<file path="src/rtl/add_pkg.sv">
// Shared definitions for the chunked sequential adder: FSM encoding and
// default operand / slice widths.
package add_pkg;

    localparam int DEFAULT_WIDTH = 32;
    localparam int DEFAULT_CHUNK = 8;

    typedef enum logic {
        IDLE = 1'b0,
        RUN  = 1'b1
    } state_t;

    // Chunk index counter width; a single-chunk build still needs one bit.
    function automatic int idx_width(input int n);
        return (n > 1) ? $clog2(n) : 1;
    endfunction

endpackage

</file>
<file path="src/rtl/add_chunk.sv">
// Combinational CHUNK-bit slice adder used once per clock by add_seq.
module add_chunk
    import add_pkg::*;
#(
    parameter int CHUNK = DEFAULT_CHUNK
) (
    input  logic [CHUNK-1:0] a,
    input  logic [CHUNK-1:0] b,
    input  logic             cin,
    output logic [CHUNK-1:0] sum,
    output logic             cout
);

    assign {cout, sum} = {1'b0, a} + {1'b0, b} + {{CHUNK{1'b0}}, cin};

endmodule

</file>
<file path="src/rtl/add_seq.sv">
// Sequential add/subtract that processes CHUNK bits per clock, finishing
// a WIDTH-bit operation in WIDTH/CHUNK RUN cycles.
module add_seq
    import add_pkg::*;
#(
    parameter int WIDTH = DEFAULT_WIDTH,
    parameter int CHUNK = DEFAULT_CHUNK
) (
    input  logic             clk,
    input  logic             rst_n,
    input  logic             start,
    input  logic             sub,
    input  logic [WIDTH-1:0] a,
    input  logic [WIDTH-1:0] b,
    input  logic             cin,
    output logic             busy,
    output logic             done,
    output logic [WIDTH-1:0] out,
    output logic             cout,
    output logic             ovf
);

    localparam int N     = WIDTH / CHUNK;
    localparam int IDX_W = idx_width(N);
    localparam logic [IDX_W-1:0] LAST_IDX = IDX_W'(N - 1);

    state_t           state;
    state_t           state_next;
    logic [WIDTH-1:0] a_reg;
    logic [WIDTH-1:0] bop_reg;
    logic [WIDTH-1:0] sum_reg;
    logic [WIDTH-1:0] full_sum;
    logic             carry;
    logic [IDX_W-1:0] idx;
    logic [CHUNK-1:0] a_slice;
    logic [CHUNK-1:0] b_slice;
    logic [CHUNK-1:0] s_slice;
    logic             c_out;
    logic             accept;
    logic             last;

    assign a_slice = a_reg[int'(idx)*CHUNK +: CHUNK];
    assign b_slice = bop_reg[int'(idx)*CHUNK +: CHUNK];

    add_chunk #(.CHUNK(CHUNK)) u_chunk (
        .a    (a_slice),
        .b    (b_slice),
        .cin  (carry),
        .sum  (s_slice),
        .cout (c_out)
    );

    // Partial sum with this cycle's slice merged in; on the last chunk it is the result.
    always_comb begin
        full_sum = sum_reg;
        full_sum[int'(idx)*CHUNK +: CHUNK] = s_slice;
    end

    always_ff @(posedge clk or negedge rst_n) begin
        if (!rst_n) state <= IDLE;
        else        state <= state_next;
    end

    always_comb begin
        state_next = state;
        busy       = 1'b0;
        accept     = 1'b0;
        last       = 1'b0;
        case (state)
            IDLE: begin
                if (start) begin
                    accept     = 1'b1;
                    state_next = RUN;
                end
            end
            RUN: begin
                busy = 1'b1;
                if (idx == LAST_IDX) begin
                    last       = 1'b1;
                    state_next = IDLE;
                end
            end
            default: state_next = IDLE;
        endcase
    end

    // Subtraction is a + ~b + ~cin, so cout=0 signals a borrow.
    always_ff @(posedge clk or negedge rst_n) begin
        if (!rst_n) begin
            a_reg   <= '0;
            bop_reg <= '0;
            sum_reg <= '0;
            carry   <= 1'b0;
            idx     <= '0;
            out     <= '0;
            cout    <= 1'b0;
            ovf     <= 1'b0;
            done    <= 1'b0;
        end else begin
            done <= 1'b0;
            if (accept) begin
                a_reg   <= a;
                bop_reg <= sub ? ~b : b;
                carry   <= sub ? ~cin : cin;
                idx     <= '0;
            end else if (busy) begin
                sum_reg <= full_sum;
                carry   <= c_out;
                idx     <= last ? '0 : idx + IDX_W'(1);
                if (last) begin
                    out  <= full_sum;
                    cout <= c_out;
                    ovf  <= (a_reg[WIDTH-1] == bop_reg[WIDTH-1]) &&
                            (full_sum[WIDTH-1] != a_reg[WIDTH-1]);
                    done <= 1'b1;
                end
            end
        end
    end

endmodule

</file>
<file path="config.mk">
export PLATFORM = sky130hd
export DESIGN_NAME = add_seq
export DESIGN_NICKNAME = d
export VERILOG_FILES = /design/src/rtl/add_pkg.sv /design/src/rtl/add_chunk.sv /design/src/rtl/add_seq.sv
export SDC_FILE = /design/constraint.sdc
export NUM_CORES = 1
export LEC_CHECK = 0
export CORE_UTILIZATION = 48
export CTS_CLUSTER_SIZE = 16
export DETAILED_ROUTE_END_ITERATION = 10
export GPL_ROUTABILITY_DRIVEN = 0
export PLACE_DENSITY_LB_ADDON = 0.2
export SKIP_CTS_REPAIR_TIMING = 1
export SLEW_MARGIN = 20
export SYNTH_ARGS = -nofsm -noshare
export SYNTH_HDL_FRONTEND = slang
export SYNTH_HIERARCHICAL = 1
export SYNTH_SLANG_ARGS = --single-unit
</file>
<file path="constraint.sdc">
create_clock -name clk -period 3.1 [get_ports clk]
set_input_delay 0.31 -clock clk [delete_from_list [all_inputs] [get_ports clk]]
set_output_delay 0.31 -clock clk [all_outputs]
set_load 0.01 [all_outputs]
</file>
**Word-level counts from Yosys, hierarchy flattened**

Index checks and enable logic that the tools add are counted.

- Register bits: 135

- Reductions and logical operators: 4
- Shifts and indexed selects: 4
- Add/sub/neg operators: 4
- Multiplexer cells: 18
- Bitwise logic cells: 4
- Equality and inequality tests: 3

Operator list:

| operator | number |
|---|---|
| $shiftx A32 B6 Y8 | 2 |
| $neg A5 Y33 | 1 |
| $shift A8 B33 Y32 const A | 1 |
| $shiftx A8 B33 Y32 | 1 |
| $bwmux W32 | 1 |
| $mux W32 | 1 |
| $not A32 Y32 | 1 |
| $mux W1 | 12 |
| $add A8 B8 Y9 | 1 |
| $add A9 B1 Y9 | 1 |
| $mux W2 | 3 |
| $not A1 Y1 | 3 |
| $reduce_and A3 Y1 | 1 |
| $add A2 B1 Y2 const B | 1 |
| $eq A2 B2 Y1 const B | 1 |
| $pmux W1 S2 | 1 |
| $reduce_and A2 Y1 | 1 |
| $reduce_bool A2 Y1 | 1 |
| $eq A1 B1 Y1 | 1 |
| $logic_and A1 B1 Y1 | 1 |
| $ne A1 B1 Y1 | 1 |

**Depth between registers and ports, before layout**

- Word-level depth: 7
- Gate-level depth with buffers: 12
- Depth with buffers taken out: 9

**Cells and area by module**

The synthesis kept the hierarchy.

Modules (own cells, without submodules):

| module | cells an instance | instances | area each (µm²) | seq. area each (µm²) |
|---|---|---|---|---|
| add_seq | 464 | 1 | 5,710.5 | 3,178.0 |
| add_chunk | 40 | 1 | 331.6 | 0.0 |

**Worst setup path before layout**

Ideal clock, no wire load.

- Path kind: flip-flop to flip-flop
- From: reg idx[0]
- To: reg out[12]
- Stages on the path, launching flop included: 12
- Arrival: 3.055 ns
- Setup slack: -0.081 ns
- Buffers on the path: 3
- Clock period less this slack: 3.181 ns
- Cells stage by stage: dfrtp_1 > buf_6 > buf_4 > mux4_2 > fa_1 > fa_1 > a21oi_1 > o21bai_1 > xor2_1 > clkbuf_1 > a221oi_1 > nor2_1

- Word-level cells in the longest chain between the ends: 5

Ends and longest elaborated chain:

| element | RTL line | source |
|---|---|---|
| from (decl) | add_seq.sv:34 | `logic [IDX_W-1:0] idx;` |
| from (signal assigned) | add_seq.sv:109 | `idx <= last ? '0 : idx + IDX_W'(1);` |
| $shiftx A32 B6 Y8 | add_seq.sv:42 | `assign a_slice = a_reg[int'(idx)*CHUNK +: CHUNK];` |
| net a_slice[0] | add_seq.sv:35 | `logic [CHUNK-1:0] a_slice;` |
| $add A8 B8 Y9 | add_chunk.sv:14 | `assign {cout, sum} = {1'b0, a} + {1'b0, b} + {{CHUNK{1'b0}}, cin};` |
| $add A9 B1 Y9 | add_chunk.sv:14 |  |
| net s_slice[4] | add_seq.sv:37 | `logic [CHUNK-1:0] s_slice;` |
| $shiftx A8 B33 Y32 | add_seq.sv:56 | `full_sum[int'(idx)*CHUNK +: CHUNK] = s_slice;` |
| $bwmux W32 | add_seq.sv:56 |  |
| to (signal assigned) | add_seq.sv:111 | `out <= full_sum;` |
| to (decl) | add_seq.sv:18 | `output logic [WIDTH-1:0] out,` |

The timed path passes the listed nets, and every way through them passes these cells.
A chain may end at the register's enable or synchronous reset.

**Worst setup path after layout**

- From: reg idx[0]
- To: reg ovf

- Word-level cells in the longest chain between the ends: 7

Ends and longest elaborated chain:

| element | RTL line | source |
|---|---|---|
| $shiftx A32 B6 Y8 | add_seq.sv:43 | `assign b_slice = bop_reg[int'(idx)*CHUNK +: CHUNK];` |
| net b_slice[2] | add_seq.sv:36 | `logic [CHUNK-1:0] b_slice;` |
| $add A8 B8 Y9 | add_chunk.sv:14 |  |
| $add A9 B1 Y9 | add_chunk.sv:14 |  |
| net s_slice[7] | add_seq.sv:37 |  |
| $shiftx A8 B33 Y32 | add_seq.sv:56 |  |
| $bwmux W32 | add_seq.sv:56 |  |
| $ne A1 B1 Y1 | add_seq.sv:114 | `(full_sum[WIDTH-1] != a_reg[WIDTH-1]);` |
| $logic_and A1 B1 Y1 | add_seq.sv:113 | `ovf <= (a_reg[WIDTH-1] == bop_reg[WIDTH-1]) &&` |
| to (signal assigned) | add_seq.sv:113 |  |
| to (decl) | add_seq.sv:20 | `output logic ovf` |

The timed path passes the listed nets, and every way through them passes these cells.

==> results.json <==
{
  "wl_per_cell_um": 17.2,
  "seq_area_frac_synth_pct": 52.6,
  "io_pins": 105,
  "cp_max_fo": 8,
  "power.leakage_nw": 3.37,
  "die_x_um": 114,
  "hold_class": "in2async",
  "syn_nets": 587,
  "multi_input_area_mm2": 0.00265,
  "root_buffer": "clkbuf_16",
  "crit_chain": "buf_6, mux4_2, ha_4, nand3_1, a21o_1, o211ai_1, nand4bb_1, or4_1, nand3_1",
  "seq_area_mm2": 0.00318,
  "setup-tns-final_ns": 0,
  "outcome": "finished, final reports clean",
  "ys_warn_count": 6,
  "syn-instance-count": 504,
  "ys_seq_elements": 127,
  "cts_num_sinks": 127,
  "placed_area_mm2": 0.00720,
  "cp.required_ns": 3.45,
  "critPathLaunchType": "flop",
  "cpPeakStageDelay_ns": 0.54,
  "pre_cts_ws_ns": -0.0182,
  "wl_mm": 13.5,
  "clockBufferDepth": 2,
  "grt_max_degree": 78,
  "drive_gt1_share_pct": 17.9,
  "grt_first_pass_wirelength_mm": 22.1,
  "htreeDepth": 4,
  "p_per_area_mw_per_mm2": 1300,
  "fin_ws_ns": 0.174,
  "hold_ws_ns": 0.360,
  "vias": 4303,
  "dp_hpwl_mm": 9.55,
  "drt_iter0_drc": 312,
  "die_area_mm2": 0.0130,
  "crit_buf_inv": 1,
  "critPathSlowestCell": "mux4_2",
  "n_fill_cell": 935,
  "io_buffers": 104,
  "dp.cells": 754,
  "grt_overflow_total": 0,
  "finClkSkew_ns": 0.00810,
  "worst_pin_slew_ns": 0.900,
  "track_usage_pct": 22.5,
  "n_antenna_cell": 0,
  "clkTransAtPathRegs_ns": 0.06,
  "drv_slew": 0,
  "timing.slew.headroom_pct": 40.0,
  "final_nets": 690,
  "synth_area_mm2": 0.00604,
  "viasPerCell": 5.46,
  "syn2layout_area_growth_pct": 30.2,
  "cts_buffers": 17,
  "drc_errors": 0,
  "cap_violations": 0,
  "period_share_pct": 94.4,
  "clock_latency_ns": 0.42,
  "start_util_pct": 49.7,
  "yosysUniqueCellTypes": 50,
  "antenna_found_initial": 0,
  "final_cell_count_no_fill": 788,
  "syn_avg_cell_area_um2": 12.0,
  "ir_worst_vdd_uv": 747,
  "path_common_cell": "nand3_1",
  "antenna_left": 0,
  "setup_viol": 0,
  "die_height_um": 114,
  "crit_arrival_ns": 3.28,
  "cp_top_family": "simple AND/OR/NAND/NOR gates",
  "max_freq_mhz": 342,
  "crit_type": "reg2reg",
  "period_needed_ns": 2.93,
  "coreArea_mm2": 0.0122,
  "grt_pass1_vias": 4369,
  "final_area_mm2": 0.00786,
  "cp-end-kind": "flop",
  "rows": 40,
  "cts_tree": "built",
  "hold_violations": 0,
  "first_pass_iters": 4
}
-- logic make-up after synthesis --
family | after synthesis | synth area share (%)
flops | 127 | 52.6
xor+xnor | 37 | 5.36
mux | 49 | 12.1
compound gates | 117 | 13.5
fa+ha+maj | 14 | 3.15
simple gates | 113 | 8.90
buf+inv | 47 | 4.39
-- final timing paths --
kind	from	end	slack (ns)	cells after the start
setup reg to reg	idx[0]$_DFFE_PN0P_	ovf$_DFFE_PN0P_	0.17	9
max in group asynchronous	rst_n	sum_reg[18]$_DFFE_PN0P_	1.82	3
min in group clk	bop_reg[29]$_DFFE_PN0P_	bop_reg[29]$_DFFE_PN0P_	0.48	2
setup / recovery	idx[0]$_DFFE_PN0P_	ovf$_DFFE_PN0P_	0.17	9
hold reg to reg	bop_reg[29]$_DFFE_PN0P_	bop_reg[29]$_DFFE_PN0P_	0.48	2
hold / removal	rst_n	out[0]$_DFFE_PN0P_	0.36	2
-- synth_stat cells (all sizes together) --
cell	n	area (µm²)
and2	1	6.26
nor3	2	21.3
nand3	3	15.0
or3	1	11.3
mux4	16	360
nand2b	3	18.8
clkinv	1	3.75
nor2	24	90.1
a221oi	4	35.0
xnor2	34	298
and3	1	6.26
ha	12	150
o21a	1	7.51
o221a	1	11.3
nand4	2	12.5
a21oi	17	88.8
fa	2	40.0
nor2b	1	6.26
mux2i	1	10.0
nand4bb	1	11.3
a32oi	12	105
a221o	8	80.1
or4	1	7.51
nor4	1	6.26
dfrtp	127	3180
nor4bb	1	10.0
clkbuf	10	38.8
a22o	24	210
and4b	1	10.0
xor2	3	26.3
o21bai	1	7.51
nand3b	2	15.0
o211ai	1	7.51
o21ai	42	210
o31ai	1	7.51
nand2	59	221
a311o	2	20.0
a21o	2	15.0
buf	28	193
nand4b	1	8.76
nor3b	8	60.1
a32o	1	10.0
mux2	32	360
inv	8	30.0
-- cell usage in the layout (no fill, tap or decap), types with 3 or more instances in the layout --
cell type,count
ha_1,11
nor2_1,24
clkinv_4,3
nand3_1,3
bufinv_16,3
clkbuf_1,3
buf_4,15
a32oi_1,12
clkdlybuf4s50_1,102
nand2_1,59
o21ai_0,42
a21oi_2,4
dfrtp_1,126
mux2_2,32
a21oi_1,13
a221oi_1,4
clkbuf_16,17
xnor2_1,33
a22o_1,24
clkinv_2,4
a221o_1,8
inv_1,7
mux4_2,16
nor3b_1,8
-- metal layers --
metal	track usage, %	part of all wire (%)	routed length [µm]
met3	5.40	5.1	697
met1	29.2	43	5790
met2	36.4	51	6860
met5	0	0	0
met4	9.18	1.5	197
-- where the power goes --
part | total [W] | internal [W] | switching, W
clock network | 0.00202 | 0.00130 | 0.000713
logic | 0.00539 | 0.00241 | 0.00299
registers | 0.00285 | 0.00241 | 0.000437
total | 0.0103 | 0.00613 | 0.00414
-- cell type report --
type                            instances  share of cell area, %
Sequential cell                       127                   40.4
Multi-Input combinational cell        330                   33.7
Timing Repair Buffer                  122                   15.1
Clock buffer                           22                   5.90
Tap cell                              168                   2.67
Clock inverter                         10                   1.73
Inverter                                9                  0.430
-- through the flow --
step                      util (%)  power, W
after floorplan                  -   0.00623
after global placement        59.2   0.00781
after detailed placement      59.2   0.00801
after CTS                     64.1    0.0100
after global routing          64.7    0.0109
final                         64.7    0.0103
-- worst register-to-register path: cells and delay by family, from the launching register on --
kind,cells,cell delay [ns]
muxes,1,0.55
buffers and inverters,1,0.19
AOI/OAI and AO/OA,2,0.56
DFF,1,0.43
adders and majority gates,1,0.32
and+or+nand+nor,4,0.82
Note: power is estimated with default switching activity, not from simulation.
